`config.mk`:
```
export PLATFORM = sky130hd
export DESIGN_NAME = disparity_wta
export DESIGN_NICKNAME = d
export VERILOG_FILES = /design/src/rtl/disparity_wta.sv
export SDC_FILE = /design/constraint.sdc
export NUM_CORES = 1
export LEC_CHECK = 0
export BUFFER_PORTS_ARGS = -buffer_cell sky130_fd_sc_hd__buf_2
export CAP_MARGIN = 20
export CORE_ASPECT_RATIO = 1.25
export CORE_UTILIZATION = 30
export CTS_CLUSTER_DIAMETER = 30
export DETAILED_ROUTE_END_ITERATION = 8
export PLACE_DENSITY_LB_ADDON = 0.3
export SLEW_MARGIN = 20
export SYNTH_ARGS = -nofsm -noshare
export SYNTH_HDL_FRONTEND = slang
export SYNTH_SLANG_ARGS = --single-unit
```
`constraint.sdc`:
```
create_clock -name clk -period 4.7 [get_ports clk]
set_clock_uncertainty 0.2 [all_clocks]
set_input_delay 0.235 -clock clk [delete_from_list [all_inputs] [get_ports clk]]
set_output_delay 0.235 -clock clk [all_outputs]
set_load 0.1 [all_outputs]
```
`src/rtl/disparity_wta.sv`:
```
// Winner-take-all disparity search over a stream of per-candidate Hamming costs.
// Optional uniqueness check (best vs second-best gap) via DISPARITY_WTA_UNIQUENESS_EN.
module disparity_wta #(
   parameter int COST_WIDTH  = 4,
   parameter int MAX_DISP    = 64,
   parameter int DISP_WIDTH  = $clog2(MAX_DISP),
   parameter int UNIQ_MARGIN = 1
) (
   input  logic                  clk,
   input  logic                  rst,
   input  logic [COST_WIDTH-1:0] cost_in,
   input  logic                  cost_valid,
   input  logic                  cost_first,
   input  logic                  cost_last,
   output logic [DISP_WIDTH-1:0] disp_out,
   output logic [COST_WIDTH-1:0] min_cost_out,
   output logic                  disp_valid,
   output logic                  disp_unique,
   output logic                  disp_err
);

   localparam logic IDLE   = 1'b0;
   localparam logic SEARCH = 1'b1;

   localparam logic [DISP_WIDTH:0] CNT_LAST = (DISP_WIDTH+1)'(MAX_DISP - 1);
   localparam logic [DISP_WIDTH:0] CNT_ONE  = (DISP_WIDTH+1)'(1);

   logic                  state_q, st_d;
   logic [COST_WIDTH-1:0] min_q, min_d;
   logic [DISP_WIDTH-1:0] best_q, best_d;
   logic [DISP_WIDTH:0]   cnt_q, cnt_d;

   logic                  lt;
   logic [COST_WIDTH-1:0] nx_min;
   logic [DISP_WIDTH-1:0] nx_best;
   logic                  last_slot;

   logic                  emit;
   logic [DISP_WIDTH-1:0] e_disp;
   logic [COST_WIDTH-1:0] e_cost;
   logic                  e_err;
   logic                  e_uniq;

`ifdef DISPARITY_WTA_UNIQUENESS_EN
   logic [COST_WIDTH-1:0] sec_q, sec_d, nx_sec;

   function automatic logic uniq_f(
      input logic [COST_WIDTH-1:0] s,
      input logic [COST_WIDTH-1:0] m,
      input logic                  single
   );
      logic [COST_WIDTH:0] gap;
      gap = (s >= m) ? ({1'b0, s} - {1'b0, m}) : '0;
      return single || (32'(gap) >= 32'(UNIQ_MARGIN));
   endfunction

   assign nx_sec = lt ? min_q : ((cost_in < sec_q) ? cost_in : sec_q);
`endif

   assign lt        = cost_in < min_q;
   assign nx_min    = lt ? cost_in : min_q;
   assign nx_best   = lt ? cnt_q[DISP_WIDTH-1:0] : best_q;
   assign last_slot = cnt_q == CNT_LAST;

   always_comb begin
      st_d   = state_q;
      min_d  = min_q;
      best_d = best_q;
      cnt_d  = cnt_q;
`ifdef DISPARITY_WTA_UNIQUENESS_EN
      sec_d  = sec_q;
`endif
      emit   = 1'b0;
      e_disp = best_q;
      e_cost = min_q;
      e_err  = 1'b0;
      e_uniq = 1'b1;
      if (cost_valid) begin
         if (state_q == IDLE) begin
            if (cost_first) begin
               min_d  = cost_in;
               best_d = '0;
               cnt_d  = CNT_ONE;
`ifdef DISPARITY_WTA_UNIQUENESS_EN
               sec_d  = '1;
`endif
               if (cost_last) begin
                  emit   = 1'b1;
                  e_disp = '0;
                  e_cost = cost_in;
               end else begin
                  st_d = SEARCH;
               end
            end
         end else if (cost_first) begin
            // abandoned pixel reports its partial result; new pixel starts here
            emit   = 1'b1;
            e_err  = 1'b1;
`ifdef DISPARITY_WTA_UNIQUENESS_EN
            e_uniq = uniq_f(sec_q, min_q, cnt_q == CNT_ONE);
            sec_d  = '1;
`endif
            min_d  = cost_in;
            best_d = '0;
            cnt_d  = CNT_ONE;
            st_d   = cost_last ? IDLE : SEARCH;
         end else begin
            min_d  = nx_min;
            best_d = nx_best;
            cnt_d  = cnt_q + CNT_ONE;
`ifdef DISPARITY_WTA_UNIQUENESS_EN
            sec_d  = nx_sec;
`endif
            if (cost_last || last_slot) begin
               emit   = 1'b1;
               e_disp = nx_best;
               e_cost = nx_min;
               e_err  = !cost_last;
`ifdef DISPARITY_WTA_UNIQUENESS_EN
               e_uniq = uniq_f(nx_sec, nx_min, 1'b0);
`endif
               st_d   = IDLE;
            end
         end
      end
   end

   always_ff @(posedge clk) begin
      if (rst) begin
         state_q      <= IDLE;
         min_q        <= '0;
         best_q       <= '0;
         cnt_q        <= '0;
`ifdef DISPARITY_WTA_UNIQUENESS_EN
         sec_q        <= '0;
`endif
         disp_out     <= '0;
         min_cost_out <= '0;
         disp_valid   <= 1'b0;
         disp_unique  <= 1'b0;
         disp_err     <= 1'b0;
      end else begin
         state_q    <= st_d;
         min_q      <= min_d;
         best_q     <= best_d;
         cnt_q      <= cnt_d;
`ifdef DISPARITY_WTA_UNIQUENESS_EN
         sec_q      <= sec_d;
`endif
         disp_valid <= emit;
         if (emit) begin
            disp_out     <= e_disp;
            min_cost_out <= e_cost;
            disp_err     <= e_err;
         end
`ifdef DISPARITY_WTA_UNIQUENESS_EN
         if (emit) disp_unique <= e_uniq;
`else
         disp_unique <= emit & e_uniq;
`endif
      end
   end

endmodule

```
==> metrics.yaml, run 1 <==
cp.arrival_ns: 2.33
grt_max_degree: 18
worst-path-max-fanout: 11
ys_seq_area_frac: 0.4040
clk_pin_slew_ns: 0.07
grt_usage: 0.1427
synth_ff_type: "dfxtp_1"
timing.hold.ws_ns: 0.04669
antennaDiodeCount: 0
cp.buffers_inverters: 2
cts_resized: 0
drive_above_1_share: 0.2011
worstHoldStart: "cost_in[1]"
min_path_cells: 3
first_iter_violations: 45
synth_seq_cells: 30
mostFrequentLayoutCells: "30 x dfxtp_1, 21 x buf_2, 18 x nor2_1"
fin_util: 0.3637
die_y_um: 80.70
timing.final.crit_share: 0.5004
ctsHtreeMaxLevel: 2
layout_commonest_cell: "dfxtp_1"
relSlewSlack: 0.5257
r2r_start: "min_q[3]"
rsz0062_at_grt: "no"
syn_area_per_cell_um2: 8.901
synth.cell_area_mm2: 0.001486
io_buffers: 21
max_slew.worst_pin.slew_ns: 0.7114
cpMaxStageDelayCell: "dfxtp_1"
end_kind: "register"
synthAdderAreaFrac: 0.03367
area_delta_synth_final_pct: 16.58
hp-class: "in -> reg"
ys_types: 43
max_stage_delay_ns: 0.38
rows: 28
setup_tns_ns: 0
path_class: "reg -> reg"
power.total_w: 0.0005670
syn_nets: 180
clkSinkCount: 30
nNetsFinal: 201
gr-total-overflow: 0
reg2reg_slack_ns: 2.35
critPathLaunchType: "register"
drv_cap: 0
synth_xor_area_frac: 0.01768
ys_async_sr_fraction: 0
grt_pass1_wl_um: 5582
hold_violations: 0
cts_root_buf: "clkbuf_8"
antenna_found_initial: 0
cts-buffers-inserted: 5
finalMaxSlewViolations: 0
whs_endpoint: "min_q[1]"
yosys.area_share.simple: 0.1742
ir_drop_v: 0.0001831
synth_top_family_by_area: "compound AO/OA/AOI/OAI gates"
dp_hpwl_um: 2514
setup_violations: 0
path_delay_family: "compound AO/OA/AOI/OAI gates"
outcome: "completed"
clk_latency_ns: 0.28
reg2reg_depth: 8
num-fill-cells: 529
initial_core_util: 0.3120
dieArea_mm2: 0.005242
leakage_nw: 0.6837
synth_mux_area_frac: 0.08165
syn-instance-count: 167
multi_input_area_um2: 823.3
core_mm2: 0.004765
ctsHoldBuffers: 0
grt_pass1_vias: 1200
wl_per_cell_um: 13.66
fin_crit_ns: 2.352
synth_compound_area_frac: 0.2466
yosys_warnings: 0
post-cts-setup-buffers: 0
critPathRequiredTime_ns: 4.67
seq_area_um2: 600.6
gp_congestion: 0.7284
route.detailed.drc: 0
vias: 1266
top_level_ports: 22
cts_tree: "built"
dr.pass1.iters: 4
power-per-cell-area_mw_per_mm2: 327.2
crit_chain: "inv_1 > ha_1 > a21oi_1 > o21ai_0 > buf_4 > a211oi_4 > mux2i_1 > o2bb2ai_1"
die_w_um: 64.96
cts_max_path_buffers: 2
r2r_end: "disp_out[2]"
vias_per_cell: 5.084
max_freq_mhz: 425.2
routed_wl_um: 3402
synth-edff-count: 0
postRouteAntennaNets: 0
-- per-layer routing --
metal | wire [um] | GRT usage | vias up
li1 | - | - | 648
met1 | 1524 | 0.1661 | 594
met2 | 1694 | 0.2458 | 20
met3 | 140 | 0.04403 | 4
met4 | 43 | 0.04667 | 0
met5 | 0 | 0 | -
-- registers in the layout, summed over array words and instances, names as in the netlist --
name,count
disp_out,6
disp_unique,1
disp_err,1
cnt_q,7
min_cost_out,4
state_q,1
min_q,4
best_q,6
-- synthesized netlist by cell type, drive strengths merged, types with 2 or more instances --
library cell / number / area share
a21oi: 12 / 0.040
buf: 4 / 0.014
xor2: 2 / 0.012
nor3b: 2 / 0.010
nand3: 4 / 0.017
nand2: 12 / 0.030
a221oi: 4 / 0.024
dfxtp: 30 / 0.40
ha: 4 / 0.034
a22o: 4 / 0.024
nor2: 18 / 0.045
a21o: 2 / 0.010
o2bb2ai: 6 / 0.035
nand2b: 4 / 0.017
or3: 3 / 0.017
nor2b: 5 / 0.021
mux2i: 11 / 0.074
o22ai: 4 / 0.017
clkbuf: 4 / 0.010
inv: 7 / 0.018
o21ai: 9 / 0.030
nor3: 2 / 0.0067
-- kinds of logic (layout without fill, tap and decap cells) --
| kind of cell | after synthesis | in the layout |
|---|---|---|
| AOI/OAI and AO/OA | 51 | 51 |
| xor gates and xnor gates | 3 | 3 |
| adders and majority gates | 4 | 4 |
| buffers and inverters | 15 | 37 |
| DFF | 30 | 30 |
| muxes | 12 | 12 |
| and+or+nand+nor | 52 | 52 |
-- worst max-delay path by stage --
stage | slack [ns] | start | end | depth (start not counted)
finish | 2.35 | min_q[3] | disp_out[2] | 8
global route | 2.20 | min_q[3] | disp_out[2] | 8
CTS | 2.34 | min_q[3] | disp_out[2] | 8
detailed placement | 2.36 | min_q[3] | disp_out[1] | 8
global placement | 2.34 | min_q[3] | disp_out[1] | 8
floorplan | 2.46 | min_q[3] | best_q[0] | 7
-- tightest hold or removal path: cells and delay by family --
kind | cells | cell delay, ns
buf+inv | 1 | 0.11
simple gates | 1 | 0.08
mux | 1 | 0.07
-- where the power goes --
| group | switching (W) | internal, W |
|---|---|---|
| clock network | 0.000102 | 0.000118 |
| registers | 0.00000467 | 0.000260 |
| logic | 0.0000575 | 0.0000259 |
| total | 0.000164 | 0.000403 |
-- layout make-up --
type / count / area share
Tap cell: 60 / 0.04332
Timing Repair Buffer: 22 / 0.06498
Multi-Input combinational cell: 122 / 0.4751
Inverter: 7 / 0.01516
Clock inverter: 2 / 0.007220
Sequential cell: 30 / 0.3466
Clock buffer: 6 / 0.04765
-- per-stage QoR --
step | instance area (um^2) | setup slack [ns] | std cells
floorplan | 1486 | 2.459 | 167
global placement | 1638 | 2.339 | 241
detailed placement | 1638 | 2.364 | 241
CTS | 1733 | 2.340 | 249
global route | 1733 | 2.202 | 249
finish | 1733 | 2.348 | 249
No activity file was read; power rests on OpenSTA's default activity.
==> run 2: changes to the inputs <==
--- a/config.mk
+++ b/config.mk
@@ -5,6 +5,7 @@
 export SDC_FILE = /design/constraint.sdc
 export NUM_CORES = 1
 export LEC_CHECK = 0
+export ABC_AREA = 1
 export BUFFER_PORTS_ARGS = -buffer_cell sky130_fd_sc_hd__buf_2
 export CAP_MARGIN = 20
 export CORE_ASPECT_RATIO = 1.25
==> constraint.sdc (replaced) <==
create_clock -name clk -period 2.2 [get_ports clk]
set_clock_uncertainty 0.2 [all_clocks]
set_input_delay 0.11 -clock clk [delete_from_list [all_inputs] [get_ports clk]]
set_output_delay 0.11 -clock clk [all_outputs]
set_load 0.1 [all_outputs]
==> run 2 against run 1 <==
Largest power group unchanged. Worst setup slack lost 2.2 ns. Via count grew 37%. Synthesized area grew 15%. Wire length grew 24%.
==> metrics.yaml, run 2 <==
rsz0062_at_grt: "no"
seq_area_um2: 600.6
syn_nets: 273
yosys_warnings: 0
critPathRequiredTime_ns: 2.18
postRouteAntennaNets: 0
die_w_um: 69.54
synth_compound_area_frac: 0.1982
outcome: "completed"
timing.hold.ws_ns: 0.01024
initial_core_util: 0.3143
yosys.area_share.simple: 0.3270
drv_cap: 0
end_kind: "register"
ctsHtreeMaxLevel: 2
drive_above_1_share: 0.1626
wl_per_cell_um: 11.94
first_iter_violations: 72
yosys.cell_count.top_type: "nand2_1"
route.met2.wl_um: 2072
cts_root_buf: "clkbuf_8"
top_level_ports: 22
vias_per_cell: 4.915
power.total_w: 0.001348
clkSinkCount: 30
synthTopCellsByCount: "75 x nand2_1, 31 x a21oi_1, 30 x dfxtp_1, 25 x nor2_1, 23 x nand3_1"
antennaDiodeCount: 0
power-per-cell-area_mw_per_mm2: 667.2
ys_async_sr_fraction: 0
syn_area_per_cell_um2: 6.578
cts-buffers-inserted: 5
core_mm2: 0.005443
cp.buffers_inverters: 4
setup_violations: 0
ys_seq_area_frac: 0.3511
cpMaxStageDelayCell: "dlygate4sd3_1"
yosysTopAreaCell: "dfxtp_1"
clk_latency_ns: 0.28
leakage_nw: 0.8780
io_buffers: 21
cp.arrival_ns: 2.04
cts_tree: "built"
syn-instance-count: 260
path_class: "in -> reg"
gp_congestion: 0.8333
ir_drop_v: 0.0002325
crit_chain: "dlygate4sd3_1 > buf_2 > clkinvlp_4 > o21ai_0 > a31oi_1 > dlygate4sd3_1"
vias: 1735
cts_max_path_buffers: 2
clk_pin_slew_ns: 0.07
antenna_found_initial: 0
synth_top_area_frac: 0.3511
final_cell_count_no_fill: 353
grt_usage: 0.1538
met1_length_um: 1845
fin_crit_ns: 2.065
synth_top_family_by_area: "simple AND/OR/NAND/NOR gates"
finalMaxSlewViolations: 0
num-fill-cells: 603
relSlewSlack: 0.6738
highest_layer: "met4"
timing.final.crit_share: 0.9386
dp_hpwl_um: 3139
top_register: "cnt_q"
layout_commonest_cell: "nand2_1"
path_delay_family: "buffers and inverters"
synth_mux_area_frac: 0
dieArea_mm2: 0.006009
crit_top_cell: "dlygate4sd3_1"
grt_pass1_wl_um: 7341
setup_tns_ns: 0
routed_wl_um: 4216
ys_types: 27
hp-class: "in -> reg"
dr.pass1.iters: 4
grt_pass1_vias: 1635
fin_util: 0.3713
mostFrequentLayoutCells: "75 x nand2_1, 31 x a21oi_1, 30 x dfxtp_1"
critPathLaunchType: "input port"
nNetsFinal: 301
hold_violations: 0
rows: 30
grt_max_degree: 17
largest_registers: "cnt_q x7, best_q x6, disp_out x6"
synth_seq_cells: 30
synth.cell_area_mm2: 0.001710
synthAdderAreaFrac: 0.02926
die_y_um: 86.42
route.detailed.drc: 0
largest_reg_flops: 7
area_delta_synth_final_pct: 18.14
worst-path-max-fanout: 15
dp_cells: 341
met3_wirelength_um: 133
max_stage_delay_ns: 0.55
synth-edff-count: 0
gr-total-overflow: 0
max_slew.worst_pin.slew_ns: 0.4927
post-cts-setup-buffers: 0
max_freq_mhz: 484.3
yosys-top-cells-area: "dfxtp_1 35%, nand2_1 16%, a21oi_1 9.1%, nand3_1 6.7%, o21ai_0 5.6%"
synth_xor_area_frac: 0.005121
synth_ff_type: "dfxtp_1"
multi_input_area_um2: 957.2
[run 2: cell types whose count changed in the layout (fill, tap and decap cells not counted), sizes merged, moves of 5 or more]
cell	previous run	this run
a21oi	12	33
inv	7	22
mux2i	11	0
nand2	12	77
nand3	4	24
nor2	18	28
nor2b	5	0
o21ai	9	20
o2bb2ai	6	0
[run 2: what timing repair did]
action,in CTS,in global routing
hold buffers,4,0
gates resized for setup,0,2
setup endpoints to repair,0,3
endpoints found under the hold margin,13,0
[run 2: final cells by class]
class                   count  share of cell area
clock buffers               7             0.04272
clock inverters             1            0.002477
inverters                  24             0.04768
multi-input cells         197              0.4737
flip-flops and latches     30              0.2972
well taps                  64             0.03963
repair buffers             30             0.09659
[run 2: final timing paths]
check / cells after the start / to / from / slack (ns)
worst max-delay path: 6 / state_q / rst / 0.14
worst min-delay path: 4 / disp_err / cost_last / 0.01
worst min register to register: 2 / disp_err / disp_err / 0.26
worst max register to register: 6 / state_q / state_q / 0.19
[run 2: cells by family (layout without fill, tap and decap cells)]
family	after synthesis	in the layout
compound gates	60	60
fa+ha+maj	4	4
simple gates	132	132
buf+inv	33	62
xor+xnor	1	1
flops	30	30
[run 2: stage by stage]
stage	cell area, um^2	setup WS, ns
final	2021	0.1350
after global routing	2021	0.009990
after CTS	2014	0.1031
after detailed placement	1883	0.2046
after global placement	1883	0.2292
after floorplan	1710	0.3945
[run 2: worst min-delay path, delay by kind of cell]
kind	cells	cell delay [ns]
compound gates	2	0.16
buf+inv	1	0.10
simple gates	1	0.07
[run 2: report_power, final]
part           leakage, nW  internal, W  switching, W  total [W]
Clock               0.0482     0.000252      0.000208   0.000460
Sequential           0.244     0.000565     0.0000145   0.000579
Combinational        0.586    0.0000836      0.000225   0.000309
Total                0.878     0.000901      0.000448    0.00135
[run 2: per-layer routing]
metal  vias to the layer above  GRT usage
met4                         0    0.09276
li1                        905          -
met3                        13    0.03023
met5                         -          0
met1                       780     0.1654
met2                        37     0.2780
==> run 3: changes to the inputs <==
--- a/config.mk
+++ b/config.mk
@@ -9,7 +9,7 @@
 export BUFFER_PORTS_ARGS = -buffer_cell sky130_fd_sc_hd__buf_2
 export CAP_MARGIN = 20
 export CORE_ASPECT_RATIO = 1.25
-export CORE_UTILIZATION = 30
+export CORE_UTILIZATION = 55
 export CTS_CLUSTER_DIAMETER = 30
 export DETAILED_ROUTE_END_ITERATION = 8
 export PLACE_DENSITY_LB_ADDON = 0.3
==> run 3 against run 2 <==
Design area down 1.7%. Total power decreased by 3.5%. First-iteration DRC count rose by 11%. Register-to-register slack better by 0.02 ns. Cell count down 7.4%. Sequential share of layout area rose by 0.51 points. Clock power decreased by 11%. Wire length shrank 6.2%. Critical endpoint unchanged. Largest cell class unchanged. Sequential cell count did not move. Worst setup slack gained 0.042 ns.
==> metrics.yaml, run 3 (synthesized netlist as in run 2, its figures left out) <==
outcome: "completed"
cp.arrival_ns: 2.11
gp_congestion: 0.8979
setup_violations: 0
cts-buffers-inserted: 5
cts_tree: "built"
wl_per_cell_um: 12.09
grt_busiest_layer: "met2"
combPwrFrac: 0.240
post-cts-setup-buffers: 0
critPathLaunchType: "input port"
max_slew.worst_pin.slew_ns: 0.4852
place_ws_ns: 0.2303
routed_wl_um: 3955
top_register: "cnt_q"
globalRouteMet3Util: 0.07143
dp_hpwl_um: 2749
first_iter_violations: 80
finalMaxSlewViolations: 0
hold_violations: 0
setup_tns_ns: 0
core_mm2: 0.002945
area_delta_synth_final_pct: 16.17
antennaDiodeCount: 0
worst-path-max-fanout: 15
gr-usage-met2: 0.4423
critPathRequiredTime_ns: 2.28
dieArea_mm2: 0.003338
fin_util: 0.6746
cts_max_path_buffers: 2
grt_pass1_vias: 1574
largest_reg_flops: 7
internal_power_w: 0.0008698
route.detailed.drc: 0
seqPwrFrac: 0.445
timing.final.crit_share: 0.9197
top_level_ports: 22
power-per-cell-area_mw_per_mm2: 655.1
die_y_um: 64.35
largest_registers: "cnt_q x7, best_q x6, disp_out x6"
num-fill-cells: 298
path_class: "in -> reg"
fin_crit_ns: 2.023
antenna_found_initial: 0
drv_cap: 0
vias: 1769
hp-class: "in -> reg"
worstHoldStart: "cost_in[2]"
postRouteAntennaNets: 0
met1_usage: 0.3074
rsz0062_at_grt: "no"
clkSinkCount: 30
end_kind: "register"
clk_pin_slew_ns: 0.10
layout_commonest_cell: "nand2_1"
reg2reg_depth: 11
vias_per_cell: 5.410
nNetsFinal: 303
r2r_end: "min_cost_out[2]"
ctsHtreeMaxLevel: 2
rows: 22
whs_endpoint: "min_cost_out[2]"
grt_usage: 0.2652
dr.pass1.iters: 4
clk_latency_ns: 0.34
ir_drop_v: 0.0004650
leakage_nw: 0.8872
worst_slack_ns: 0.1767
die_w_um: 51.88
max_freq_mhz: 494.3
grt_max_degree: 17
cts_root_buf: "clkbuf_4"
switching_share: 0.3318
min_path_cells: 5
drive_above_1_share: 0.1615
reg2reg_slack_ns: 0.21
io_buffers: 21
power_switching_w: 0.0004318
relSlewSlack: 0.6788
initial_core_util: 0.5807
r2r_start: "cnt_q[0]"
gr-total-overflow: 0
grt_pass1_wl_um: 6637
pwr-share-clk: 0.316
mostFrequentLayoutCells: "75 x nand2_1, 31 x a21oi_1, 30 x dfxtp_1"
run 3: worst max-delay path by stage:
stage                     startpoint              end  slack [ns]
after global placement      cnt_q[0]  min_cost_out[1]        0.25
after global routing        cnt_q[0]  min_cost_out[1]       0.008
after floorplan             min_q[3]         min_q[0]        0.39
after detailed placement    cnt_q[0]  min_cost_out[1]        0.23
after CTS                        rst          state_q        0.18
final                            rst          state_q        0.18
run 3: through the flow:
step	power, W	std cells	cell area [um^2]	hold slack [ns]
finish	0.001302	327	1987	0.02899
global route	0.001365	327	1987	0.03956
CTS	0.001308	327	1987	0.005744
detailed placement	0.0008910	313	1848	0.2365
global placement	0.0008884	313	1848	0.2322
floorplan	0.0008253	260	1710	-0.02093
run 3: power groups by stage:
stage	combinational, W	sequential (W)	clock, W
4_1_cts	0.000310	0.000579	0.000420
5_1_grt	0.000338	0.000582	0.000445
3_3_place_gp	0.000298	0.000590	0
3_5_place_dp	0.000300	0.000591	0
6_report	0.000312	0.000579	0.000411
2_1_floorplan	0.000150	0.000675	0
run 3: per-layer routing:
| metal | vias to the layer above | part of all wire |
|---|---|---|
| met5 | - | 0 |
| met3 | 10 | 0.057 |
| met2 | 56 | 0.47 |
| met1 | 790 | 0.45 |
| li1 | 913 | - |
| met4 | 0 | 0.025 |
run 3: final cells by class:
cell class                      count  area [um^2]  share of cell area
Multi-Input combinational cell    197        957.2              0.4817
Tap cell                           36        45.04             0.02267
Timing Repair Buffer               32        215.2              0.1083
Inverter                           24        90.09             0.04534
Sequential cell                    30        600.6              0.3023
Clock buffer                        8        78.83             0.03967
run 3: repair_timing:
item	in CTS	in global routing
resized for setup	0	0
hold buffers	6	0
setup endpoints to repair	0	0
endpoints found under the hold margin	15	0
run 3: critical path, cell delays in order:
cell and delay, ns:
dlygate4sd3_1 0.53, buf_2 0.21, inv_1 0.37, o21ai_0 0.16, a31oi_1 0.16, dlygate4sd3_1 0.56
